### src/rtl/cr_xp10_decomp_htf_symtab_seq.sv
// HTF symbol-table sequencer: drives the small-Huffman decoder and expands repeat codes into bit-length writes.
// Latency: bits_consume is combinational in the accept cycle; every write appears one cycle after its accept or REPEAT cycle.
// Backpressure: stalls with no consume while bits_valid_i is low; the REPEAT expansion stops the header stream until it finishes.
module cr_xp10_decomp_htf_symtab_seq #(
    parameter int BLW  = 5,
    parameter int IDXW = 10
) (
    input  logic            clk_i,
    input  logic            rst_i,
    input  logic            start_i,
    input  logic            fmt_deflate_i,
    input  logic [IDXW-1:0] num_bl_i,
    input  logic            bits_valid_i,
    input  logic [15:0]     bits_data_i,
    input  logic [3:0]      dec_len_i,
    input  logic [BLW-1:0]  dec_bl_i,
    input  logic [IDXW-1:0] dec_base_i,
    input  logic [1:0]      dec_extra_i,
    input  logic            dec_prev_rep_i,
    input  logic            dec_err_i,
    output logic [4:0]      bits_consume_o,
    output logic [BLW-1:0]  prev_bl_o,
    output logic [BLW-1:0]  prev_nz_bl_o,
    output logic            bl_wr_en_o,
    output logic [IDXW-1:0] bl_wr_addr_o,
    output logic [BLW-1:0]  bl_wr_data_o,
    output logic            busy_o,
    output logic            done_o,
    output logic            err_o
);

    // count is one bit wider than an index; index+count gets one more so the
    // overflow compare can never wrap, even for a bogus decoder base.
    localparam int CW = IDXW + 1;
    localparam int SW = IDXW + 2;

    typedef enum logic [1:0] {S_IDLE, S_DECODE, S_REPEAT, S_ERROR} state_t;

    state_t          state_q, state_d;
    logic [IDXW-1:0] index_q, index_d;
    logic [CW-1:0]   rep_left_q, rep_left_d;
    logic [BLW-1:0]  rep_val_q, rep_val_d;
    logic [IDXW-1:0] num_bl_q, num_bl_d;
    logic            fmt_q, fmt_d;
    logic [BLW-1:0]  prev_bl_q, prev_bl_d;
    logic [BLW-1:0]  prev_nz_q, prev_nz_d;
    logic            wr_en_q, wr_en_d;
    logic [IDXW-1:0] wr_addr_q, wr_addr_d;
    logic [BLW-1:0]  wr_data_q, wr_data_d;
    logic            busy_q, busy_d;
    logic            done_q, done_d;
    logic            err_q, err_d;
    // Last write has been issued; done fires on the following cycle.
    logic            fin_q, fin_d;

    logic [2:0]      n_bits;
    logic [6:0]      x_mask;
    logic [6:0]      x_val;
    logic [CW-1:0]   count;
    logic [SW-1:0]   end_idx;
    logic            bad_code;
    logic            do_wr;
    logic [BLW-1:0]  wr_val;

    // Decode the extra-bit field and the resulting repeat count for the current code.
    always_comb begin
        n_bits = 3'd0;
        x_mask = 7'h00;
        case (dec_extra_i)
            2'd0: begin n_bits = 3'd0; x_mask = 7'h00; end
            2'd1: begin n_bits = 3'd2; x_mask = 7'h03; end
            2'd2: begin n_bits = 3'd3; x_mask = 7'h07; end
            default: begin n_bits = 3'd7; x_mask = 7'h7f; end
        endcase
        x_val    = 7'(bits_data_i >> dec_len_i) & x_mask;
        count    = CW'(dec_base_i) + CW'(x_val);
        end_idx  = SW'(index_q) + SW'(count);
        bad_code = dec_err_i
                || (end_idx > SW'(num_bl_q))
                || (dec_prev_rep_i && fmt_q && (index_q == '0));
    end

    // Next-state, write generation and the combinational consume count.
    always_comb begin
        state_d        = state_q;
        index_d        = index_q;
        rep_left_d     = rep_left_q;
        rep_val_d      = rep_val_q;
        num_bl_d       = num_bl_q;
        fmt_d          = fmt_q;
        prev_bl_d      = prev_bl_q;
        prev_nz_d      = prev_nz_q;
        wr_en_d        = 1'b0;
        wr_addr_d      = wr_addr_q;
        wr_data_d      = wr_data_q;
        done_d         = 1'b0;
        err_d          = err_q;
        fin_d          = 1'b0;
        bits_consume_o = 5'd0;
        do_wr          = 1'b0;
        wr_val         = '0;

        if (start_i) begin
            // start overrides whatever is in flight, including a pending write.
            index_d    = '0;
            rep_left_d = '0;
            prev_bl_d  = '0;
            prev_nz_d  = '0;
            err_d      = 1'b0;
            num_bl_d   = num_bl_i;
            fmt_d      = fmt_deflate_i;
            if (num_bl_i == '0) begin
                state_d = S_IDLE;
                done_d  = 1'b1;
            end else begin
                state_d = S_DECODE;
            end
        end else begin
            case (state_q)
                S_IDLE: begin
                    done_d = fin_q;
                end
                S_DECODE: begin
                    if (bits_valid_i) begin
                        if (bad_code) begin
                            state_d = S_ERROR;
                            err_d   = 1'b1;
                        end else begin
                            bits_consume_o = 5'(dec_len_i) + 5'(n_bits);
                            do_wr          = 1'b1;
                            wr_val         = dec_bl_i;
                            if (count > CW'(1)) begin
                                rep_left_d = count - CW'(1);
                                rep_val_d  = dec_bl_i;
                                state_d    = S_REPEAT;
                            end
                        end
                    end
                end
                S_REPEAT: begin
                    do_wr      = 1'b1;
                    wr_val     = rep_val_q;
                    rep_left_d = rep_left_q - CW'(1);
                    if (rep_left_q == CW'(1)) begin
                        state_d = S_DECODE;
                    end
                end
                default: begin
                end
            endcase

            if (do_wr) begin
                wr_en_d   = 1'b1;
                wr_addr_d = index_q;
                wr_data_d = wr_val;
                index_d   = index_q + IDXW'(1);
                prev_bl_d = wr_val;
                if (wr_val != '0) begin
                    prev_nz_d = wr_val;
                end
                // Overflow is rejected up front, so the last write of a code
                // lands exactly on num_bl when the table is complete.
                if ((CW'(index_q) + CW'(1)) == CW'(num_bl_q)) begin
                    state_d = S_IDLE;
                    fin_d   = 1'b1;
                end
            end
        end

        busy_d = (state_d == S_DECODE) || (state_d == S_REPEAT) || fin_d;
    end

    // State and registered outputs; rst drops everything back to idle at once.
    always_ff @(posedge clk_i or posedge rst_i) begin
        if (rst_i) begin
            state_q    <= S_IDLE;
            index_q    <= '0;
            rep_left_q <= '0;
            rep_val_q  <= '0;
            num_bl_q   <= '0;
            fmt_q      <= 1'b0;
            prev_bl_q  <= '0;
            prev_nz_q  <= '0;
            wr_en_q    <= 1'b0;
            wr_addr_q  <= '0;
            wr_data_q  <= '0;
            busy_q     <= 1'b0;
            done_q     <= 1'b0;
            err_q      <= 1'b0;
            fin_q      <= 1'b0;
        end else begin
            state_q    <= state_d;
            index_q    <= index_d;
            rep_left_q <= rep_left_d;
            rep_val_q  <= rep_val_d;
            num_bl_q   <= num_bl_d;
            fmt_q      <= fmt_d;
            prev_bl_q  <= prev_bl_d;
            prev_nz_q  <= prev_nz_d;
            wr_en_q    <= wr_en_d;
            wr_addr_q  <= wr_addr_d;
            wr_data_q  <= wr_data_d;
            busy_q     <= busy_d;
            done_q     <= done_d;
            err_q      <= err_d;
            fin_q      <= fin_d;
        end
    end

    assign prev_bl_o    = prev_bl_q;
    assign prev_nz_bl_o = prev_nz_q;
    assign bl_wr_en_o   = wr_en_q;
    assign bl_wr_addr_o = wr_addr_q;
    assign bl_wr_data_o = wr_data_q;
    assign busy_o       = busy_q;
    assign done_o       = done_q;
    assign err_o        = err_q;

endmodule
### config.mk
export PLATFORM = sky130hd
export DESIGN_NAME = cr_xp10_decomp_htf_symtab_seq
export DESIGN_NICKNAME = d
export VERILOG_FILES = /design/src/rtl/cr_xp10_decomp_htf_symtab_seq.sv
export SDC_FILE = /design/constraint.sdc
export NUM_CORES = 1
export LEC_CHECK = 0
export BUFFER_PORTS_ARGS = -buffer_cell sky130_fd_sc_hd__buf_2
export CAP_MARGIN = 30
export CORE_MARGIN = 3
export CORE_UTILIZATION = 53
export DETAILED_ROUTE_END_ITERATION = 12
export PLACE_DENSITY = 0.87
export SETUP_SLACK_MARGIN = 0.2
export SYNTH_ARGS = -nofsm -noshare
export SYNTH_HDL_FRONTEND = slang
export SYNTH_SLANG_ARGS = --single-unit
### constraint.sdc
create_clock -name clk_i -period 8.14 [get_ports clk_i]
set_input_delay 0.814 -clock clk_i [delete_from_list [all_inputs] [get_ports clk_i]]
set_output_delay 0.814 -clock clk_i [all_outputs]
set_load 0.05 [all_outputs]
==> results of run 1 <==
[registers in the layout, indices dropped and copies added, names as in the netlist]
register and cells:
bl_wr_addr_o 10, bl_wr_data_o 5, bl_wr_en_o 1, busy_o 1
done_o 1, err_o 1, fin_q 1, fmt_q 1
index_q 10, num_bl_q 10, prev_bl_o 5, prev_nz_bl_o 5
rep_left_q 11, rep_val_q 5, state_q 2
[worst paths after layout]
check	from	end	slack [ns]	depth (start not counted)
max	dec_len_i[0]	bits_consume_o[0]	0.57	29
max in group asynchronous	rst_i	num_bl_q[6]	6.88	3
min	bl_wr_data_o[3]	bl_wr_data_o[3]	0.47	1
min in group asynchronous	rst_i	prev_nz_bl_o[4]	0.71	3
max reg2reg	index_q[3]	busy_o	3.51	19
min reg2reg	bl_wr_data_o[3]	bl_wr_data_o[3]	0.47	1
[per-layer routing]
layer	vias to the layer above	global-route usage [%]	share of wire (%)	wire length [um]
li1	2456	-	-	-
met1	2436	31.97	44	6126
met2	211	38.69	47	6576
met3	25	3.288	6.4	895
met4	0	8.994	2.1	287
met5	-	0	0	0
[cells in the mapped netlist, drive strengths merged, types with 3 or more instances]
cell type,count
nand4,8
o211ai,7
clkbuf,22
inv,34
o21a,4
nand2,76
nor4b,3
dfrtp,69
mux2,7
a21oi,26
a2111oi,3
nor2,60
a31oi,9
ha,42
and3,5
o22ai,3
and2,13
fa,3
or4,4
a22oi,9
xor2,24
o21ai,41
o31ai,3
xnor2,21
nand3,12
nor2b,11
mux4,14
or3,3
a21o,24
a211oi,8
buf,11
mux2i,7
nor3b,4
nand2b,10
o32ai,3
nor3,11
nor4,6
[worst max-delay path, delay by kind of cell]
family | cells | cell delay [ns]
AO/OA/AOI/OAI | 11 | 1.89
XOR/XNOR | 2 | 0.31
multiplexers | 1 | 0.48
buffers and inverters | 4 | 0.70
adder cells (fa/ha/maj) | 4 | 1.20
AND/OR/NAND/NOR | 7 | 1.36
[repair_timing]
action,4_1_cts,5_1_grt
hold buffers,0,0
setup buffers,0,1
gates resized for setup,1,13
gates cloned,0,0
pin swaps,0,3
setup endpoints to repair,5,5
[layout make-up]
class                   count  share of cell area (%)
repair buffers             95                   7.854
clock inverters             2                  0.2310
multi-input cells         509                   57.96
well taps                 136                   2.618
clock buffers              14                   2.810
inverters                  34                   1.963
flip-flops and latches     69                   26.56
[power by group through the flow]
stage               Clock (uW)  Sequential, uW  Combinational, uW
floorplan                    0             502                388
global placement             0             438                566
global route               291             443                664
CTS                        277             436                591
detailed placement           0             443                587
finish                     272             438                602
[cell families (layout without fill, tap and decap cells)]
kind of cell,count (synthesis),count (layout),share of synthesized area (%)
fa+ha+maj,45,45,10.23
mux,28,28,8.107
xor+xnor,45,45,6.884
compound gates,155,155,18.79
buf+inv,67,145,5.026
flops,69,69,30.16
simple gates,236,236,20.80
[metrics by stage]
stage	power, uW	worst slack (ns)
2_1_floorplan	889.9	0.3335
3_3_place_gp	1004	0.2044
3_5_place_dp	1029	0.06695
4_1_cts	1305	0.2003
5_1_grt	1398	0.2218
6_report	1312	0.5660
==> impl_metrics.py, run 1 <==
metrics = {
    "run_status": {
        "status": "finished, final reports clean",
    },
    "sta": {
        "finalCritPeriodShare_pct": 93.05,
        "final-hold-violation-count": 0,
        "max_freq_mhz": 132.0,
        "slew_headroom_pct": 36.55,
        "whs_ns": 0.4720,
        "finalClockSkew_ns": 0.01089,
        "slew_violations": 0,
        "tightest_slew_ns": 0.9517,
        "fin_crit_ns": 7.574,
        "setup_viol": 0,
        "fin_setup_tns_ns": 0,
        "rsz0062_at_grt": "no",
    },
    "power_and_ir_drop": {
        "p_sw_share_pct": 42.08,
        "leakage_uw": 0.003194,
        "seqPwrFrac_pct": 33.4,
        "pwr-share-clk_pct": 20.7,
        "p_switching_uw": 551.9,
        "p_per_area_nw_per_um2": 201.8,
        "pwr-share-comb_pct": 45.9,
        "vdd_ir_drop_max_v": 0.0001359,
        "p_int_uw": 759.8,
    },
    "synthesis": {
        "synth_top_cell_by_area": "dfrtp_1",
        "synth_area_leaders": "dfrtp_1 (30%), ha_1 (9.2%), mux4_2 (5.5%)",
        "syn_inst": 645,
        "synth-seq-cells": 69,
        "synth_fp_nets": 744,
        "synth_edf_count": 0,
        "synth_top_flop_cell": "dfrtp_1",
        "ys_types": 74,
        "synth.cell_area_sq_um": 5725,
        "synth_top_area_share_pct": 30.16,
        "ys_warn_count": 0,
        "avgSynthCellArea_sq_um": 8.877,
        "async_flop_share_pct": 100.0,
        "ys_seq_area_share_pct": 30.16,
    },
    "finish": {
        "fillCellCount": 858,
        "multi_input_area_sq_um": 3767,
        "stdcell_count": 859,
        "final_cell_area_sq_um": 6500,
        "layout_common_cells": "buf_2 (84), nand2_1 (75), dfrtp_1 (69), nor2_1 (54), ha_1 (42)",
        "final_common_cell": "buf_2",
        "drive_above_1_share_pct": 22.41,
        "final_util_pct": 62.40,
        "layout.nets": 817,
        "seqCellArea_sq_um": 1727,
        "area_growth_pct": 13.53,
        "antenna_cells": 0,
    },
    "global_routing": {
        "grt_max_degree": 70,
        "grt_pass1_wl_um": 22830,
        "overflow": 0,
        "antenna_found_initial": 0,
        "grt_use_total_pct": 23.73,
        "grt_pass1_vias": 4885,
    },
    "clocking": {
        "cts_made_buffers": 9,
        "clock_latency_ns": 0.36,
        "cts_root_buffer": "clkbuf_8",
        "htreeDepth": 3,
        "path_clk_slew_ns": 0.07,
        "cts_tree": "yes",
        "cts_max_path_buffers": 2,
        "cts.sinks": 69,
    },
    "routing": {
        "routedWlPerCell_um": 16.16,
        "drc_errors": 0,
        "drtAntennaViolNets": 0,
        "drtPass1Iterations": 5,
        "drtIter0Drc": 388,
        "vias": 5128,
        "vias_per_cell": 5.970,
        "totalWireLength_um": 13890,
    },
    "floorplanning": {
        "die_w_um": 109.9,
        "start_util_pct": 54.97,
        "rows": 37,
        "dieArea_sq_um": 12090,
        "die_h_um": 109.9,
        "pin_count": 88,
        "core_area_sq_um": 10420,
    },
    "setup_path": {
        "max_stage_delay_ns": 0.48,
        "required_ns": 7.33,
        "cpMostUsedCell": "ha_1",
        "slowest_stage": "mux4_2",
        "crit_type": "in2out",
        "worstSetupStartpointType": "primary input",
        "crit_fanout": 14,
        "arrival_ns": 6.76,
        "crit_path_end_kind": "output pin",
    },
    "placed_design": {
        "place_hpwl_um": 10730,
        "io_buffer_count": 87,
        "dp_cells": 842,
        "place.gp.congestion": 0.9302,
        "placedInstanceArea_sq_um": 6245,
    },
    "worst_hold_path": {
        "hold_class": "reg2reg",
    },
    "job": {
        "max-cap-violations": 0,
    },
}
(Power assumes the default switching activity.)
==> run 2: changes to the inputs <==
--- a/constraint.sdc
+++ b/constraint.sdc
@@ -3,2 +3,2 @@
 set_output_delay 0.814 -clock clk_i [all_outputs]
-set_load 0.05 [all_outputs]
+set_load 0.1 [all_outputs]
==> impl_metrics.py, run 2 (synthesized netlist as in run 1, its figures left out) <==
metrics = {
    "sta": {
        "fin_setup_tns_ns": 0,
        "fin_crit_ns": 7.631,
        "final-hold-violation-count": 0,
        "whs_ns": 0.4714,
        "slew_headroom_pct": 36.29,
        "fin_ws_ns": 0.5091,
        "tightest_slew_ns": 0.9557,
        "max_freq_mhz": 131.0,
        "rsz0062_at_grt": "no",
        "finalClockSkew_ns": 0.01131,
        "finalCritPeriodShare_pct": 93.75,
        "slew_violations": 0,
        "setup_viol": 0,
    },
    "power_and_ir_drop": {
        "vdd_ir_drop_max_v": 0.0001702,
        "p_per_area_nw_per_um2": 217.1,
        "power.total_uw": 1445,
        "leakage_uw": 0.003241,
    },
    "setup_path": {
        "worstSetupStartpointType": "primary input",
        "rr_endpoint": "busy_o",
        "rr_worst_depth": 19,
        "arrival_ns": 6.82,
        "reg2reg_slack_ns": 3.59,
        "crit_path_end_kind": "output pin",
        "crit_type": "in2out",
        "required_ns": 7.33,
        "crit_start": "dec_len_i[0]",
        "reg2reg_from": "index_q[4]",
        "crit_fanout": 11,
    },
    "finish": {
        "final_common_cell": "buf_2",
        "final_util_pct": 63.90,
        "regMostFlops": "rep_left_q",
        "layout_common_cells": "buf_2 (80), nand2_1 (75), dfrtp_1 (69), nor2_1 (54), ha_1 (41)",
        "layout.nets": 820,
        "area_growth_pct": 16.26,
        "largest_reg_flops": 11,
        "fillCellCount": 856,
        "antenna_cells": 0,
        "drive_above_1_share_pct": 22.90,
    },
    "routing": {
        "vias": 5179,
        "drtAntennaViolNets": 0,
        "drc_errors": 0,
        "totalWireLength_um": 13980,
        "drtPass1Iterations": 5,
        "routedWlPerCell_um": 16.23,
        "vias_per_cell": 6.015,
        "drtIter0Drc": 396,
    },
    "clocking": {
        "cts_max_path_buffers": 2,
        "path_clk_slew_ns": 0.07,
        "htreeDepth": 3,
        "cts.sinks": 69,
        "cts_made_buffers": 9,
        "cts_root_buffer": "clkbuf_8",
        "clock_latency_ns": 0.35,
        "cts_tree": "yes",
    },
    "job": {
        "max-cap-violations": 0,
    },
    "floorplanning": {
        "dieArea_sq_um": 12090,
        "die_w_um": 109.9,
        "pin_count": 88,
        "die_h_um": 109.9,
        "start_util_pct": 54.97,
        "rows": 37,
        "core_area_sq_um": 10420,
    },
    "global_routing": {
        "overflow": 0,
        "grt_pass1_wl_um": 22690,
        "grt_use_total_pct": 23.52,
        "grt_max_degree": 70,
        "antenna_found_initial": 0,
        "grt_pass1_vias": 4834,
    },
    "run_status": {
        "status": "finished, final reports clean",
    },
    "placed_design": {
        "place.gp.congestion": 0.9156,
        "place_hpwl_um": 10750,
        "post-place-ws_ns": 0.03961,
        "io_buffer_count": 87,
    },
    "worst_hold_path": {
        "min_path_cells": 2,
        "worstHoldEndpoint": "bl_wr_addr_o[7]",
        "min_from": "bl_wr_addr_o[7]",
        "hold_class": "reg2reg",
    },
}
[run 2: changes by cell type in the layout (fill, tap and decap cells not counted), moves of 2 or more]
cell / delta
buf_4: +2
clkbuf_8: -2
buf_8: +2
nor2_2: -4
clkinvlp_4: -2
nor2_4: +4
buf_2: -4
buf_6: -2
buf_12: +5
bufinv_16: +2
[run 2: per-stage QoR]
| step | std cells | cell area [sq um] |
|---|---|---|
| final | 861 | 6656 |
| after global placement | 842 | 6350 |
| after global routing | 861 | 6656 |
| after CTS | 858 | 6584 |
| after floorplan | 645 | 5784 |
| after detailed placement | 842 | 6350 |
[run 2: area by class of cell]
class	count	area (sq um)	share of cell area (%)
clock buffers	12	155.1	2.331
clock inverters	3	68.82	1.034
inverters	34	127.6	1.917
multi-input cells	509	3795	57.01
flip-flops and latches	69	1727	25.94
well taps	136	170.2	2.556
repair buffers	98	613.1	9.211
[run 2: power breakdown]
group / total, uW / switching (uW) / internal, uW
clock network: 315 / 127 / 188
logic: 693 / 465 / 228
registers: 436 / 41.3 / 395
[run 2: how the worst max path moves through the flow]
stage	depth (start not counted)	slack, ns	endpoint
floorplan	28	0.21	bits_consume_o[2]
global placement	30	0.26	bits_consume_o[2]
detailed placement	30	0.04	bits_consume_o[2]
CTS	30	0.23	bits_consume_o[2]
global route	30	0.22	bits_consume_o[2]
finish	27	0.51	bits_consume_o[2]
[run 2: routing by layer]
layer | part of all wire, % | up-vias | global-route usage (%) | wire length, um
met5 | 0 | - | 0 | 0
met4 | 1.6 | 0 | 7.213 | 220
met3 | 5.7 | 25 | 3.699 | 800
met2 | 49 | 174 | 39.69 | 6911
met1 | 43 | 2518 | 31.00 | 6046
li1 | - | 2462 | - | -
[run 2: repair_timing]
action / CTS / global route
resized for setup: 1 / 12
hold buffers: 0 / 0
endpoints found under the setup margin: 5 / 5
pin swaps: 0 / 4
buffers inserted: 1 / 3
[run 2: worst max-delay path, stage by stage]
cell      delay (ns)
buf_8           0.14
mux4_2          0.52
mux4_2          0.46
and2_1          0.17
ha_2            0.20
fa_2            0.42
a21o_1          0.20
a21oi_2         0.17
xor2_2          0.18
inv_2           0.09
ha_1            0.30
and2_1          0.20
a221oi_2        0.25
and2_4          0.19
o21ai_0         0.13
a31oi_1         0.22
xnor2_1         0.15
ha_1            0.28
a211oi_1        0.20
o21ai_1         0.11
nor2b_1         0.13
a211o_1         0.19
o211ai_4        0.13
or3_4           0.36
buf_4           0.20
nor3_4          0.20
buf_12          0.20
==> run 3: changes to the inputs <==
- CORE_MARGIN: 3 -> unset
- SKIP_LAST_GASP: unset -> 1
==> impl_metrics.py, run 3 (synthesized netlist as in run 1, its figures left out) <==
metrics = {
    "finish": {
        "fillCellCount": 870,
        "area_growth_pct": 15.41,
        "layout_common_cells": "buf_2 (80), nand2_1 (75), dfrtp_1 (69), nor2_1 (54), ha_1 (41)",
        "largest_reg_flops": 11,
        "stdcell_count": 860,
        "regMostFlops": "rep_left_q",
        "final_common_cell": "buf_2",
        "final_util_pct": 63.44,
        "layout.nets": 818,
        "drive_above_1_share_pct": 23.07,
        "antenna_cells": 0,
    },
    "global_routing": {
        "grt_pass1_wl_um": 23030,
        "overflow": 0,
        "grt_max_degree": 70,
        "grt_pass1_vias": 4870,
        "grt_use_total_pct": 25.56,
        "antenna_found_initial": 0,
    },
    "routing": {
        "drc_errors": 0,
        "totalWireLength_um": 13900,
        "vias": 5178,
        "vias_per_cell": 6.021,
        "drtIter0Drc": 378,
        "drtAntennaViolNets": 0,
        "drtPass1Iterations": 5,
        "routedWlPerCell_um": 16.16,
    },
    "power_and_ir_drop": {
        "vdd_ir_drop_max_v": 0.0002172,
        "leakage_uw": 0.003211,
        "p_int_uw": 747.2,
        "seqPwrFrac_pct": 31.6,
        "p_per_area_nw_per_um2": 209.4,
        "pwr-share-clk_pct": 18.8,
        "p_switching_uw": 636.7,
        "p_sw_share_pct": 46.01,
        "pwr-share-comb_pct": 49.6,
    },
    "setup_path": {
        "reg2reg_from": "index_q[4]",
        "crit_path_end_kind": "output pin",
        "worstSetupStartpointType": "primary input",
        "rr_endpoint": "busy_o",
        "crit_end": "bits_consume_o[2]",
        "required_ns": 7.33,
        "crit_fanout": 12,
        "max_stage_delay_ns": 0.52,
        "crit_type": "in2out",
        "crit_start": "dec_len_i[0]",
        "rr_worst_depth": 19,
        "slowest_stage": "mux4_2",
        "reg2reg_slack_ns": 3.43,
        "arrival_ns": 6.88,
    },
    "placed_design": {
        "place_hpwl_um": 10670,
        "io_buffer_count": 87,
        "post-place-ws_ns": -0.01734,
        "place.gp.congestion": 0.8745,
        "dp_cells": 841,
    },
    "floorplanning": {
        "rows": 37,
        "pin_count": 88,
        "die_w_um": 105.9,
        "start_util_pct": 54.97,
        "core_area_sq_um": 10420,
        "dieArea_sq_um": 11220,
        "die_h_um": 105.9,
    },
    "clocking": {
        "cts_root_buffer": "clkbuf_8",
        "cts.sinks": 69,
        "cts_made_buffers": 9,
        "cts_tree": "yes",
        "htreeDepth": 3,
        "clock_latency_ns": 0.36,
        "cts_max_path_buffers": 2,
        "hold_buffers": 0,
        "path_clk_slew_ns": 0.07,
    },
    "worst_hold_path": {
        "hold_class": "reg2reg",
    },
    "sta": {
        "slew_headroom_pct": 38.77,
        "fin_crit_ns": 7.692,
        "finalCritPeriodShare_pct": 94.49,
        "finalClockSkew_ns": 0.01005,
        "final-hold-violation-count": 0,
        "max_freq_mhz": 130.0,
        "slew_violations": 0,
        "fin_ws_ns": 0.4483,
        "tightest_slew_ns": 0.9185,
        "setup_viol": 0,
        "rsz0062_at_grt": "no",
    },
    "run_status": {
        "status": "finished, final reports clean",
    },
    "job": {
        "max-cap-violations": 0,
    },
}
## run 3: cell types whose count changed in the layout (fill, tap and decap cells not counted), sizes merged
| cell | delta |
|---|---|
| buf | -2 |
| bufinv | -2 |
| clkbuf | -1 |
| clkinv | +1 |
| clkinvlp | +2 |
| inv | +1 |
## run 3: routing by layer
metal	up-vias	share of wire [%]	global-route usage (%)
met2	207	48	42.62
met3	23	5.6	2.207
li1	2463	-	-
met5	-	0	0
met1	2485	44	34.56
met4	0	1.8	9.821
## run 3: area by class of cell
type | count | area (sq um) | area share (%)
Timing Repair Buffer | 96 | 598.1 | 9.051
Clock inverter | 5 | 33.78 | 0.5113
Clock buffer | 11 | 151.4 | 2.291
Tap cell | 136 | 170.2 | 2.575
Multi-Input combinational cell | 509 | 3800 | 57.51
Inverter | 34 | 127.6 | 1.931
Sequential cell | 69 | 1727 | 26.13
## run 3: power groups by stage
stage | sequential (uW) | combinational, uW | clock [uW]
floorplan | 577 | 395 | 0
global placement | 438 | 647 | 0
detailed placement | 442 | 668 | 0
CTS | 436 | 672 | 263
global route | 444 | 751 | 277
finish | 437 | 686 | 261
## run 3: worst min path at each step
stage	slack, ns	from	end	cells after the start
floorplan	0.45	fin_q	done_o	2
global placement	0.45	prev_nz_bl_o[2]	prev_nz_bl_o[2]	1
detailed placement	0.46	bl_wr_addr_o[6]	bl_wr_addr_o[6]	2
CTS	0.48	bl_wr_addr_o[6]	bl_wr_addr_o[6]	2
global route	0.49	prev_nz_bl_o[2]	prev_nz_bl_o[2]	1
finish	0.47	bl_wr_addr_o[6]	bl_wr_addr_o[6]	2
## run 3: critical path: cells and delay by family
kind                     cells  cell delay [ns]
buffers and inverters        4             0.60
AND/OR/NAND/NOR              6             1.29
XOR/XNOR                     2             0.32
AO/OA/AOI/OAI                9             1.58
multiplexers                 2             0.98
adder cells (fa/ha/maj)      4             1.29
## run 3: per-stage QoR
| step | hold WS [ns] | power (uW) | cell area [sq um] | TNS, ns |
|---|---|---|---|---|
| 3_5_place_dp | 0.4589 | 1110 | 6342 | -0.01734 |
| 6_report | 0.4694 | 1384 | 6608 | 0 |
| 5_1_grt | 0.4925 | 1471 | 6608 | 0 |
| 4_1_cts | 0.4766 | 1371 | 6544 | 0 |
| 2_1_floorplan | 0.4532 | 972.3 | 5784 | 0 |
| 3_3_place_gp | 0.4531 | 1085 | 6342 | 0 |
## run 3: timing repair
| action | in CTS | in global routing |
|---|---|---|
| setup buffers | 0 | 3 |
| pin swaps | 0 | 11 |
| setup endpoints to repair | 5 | 5 |
| gates resized for setup | 4 | 11 |
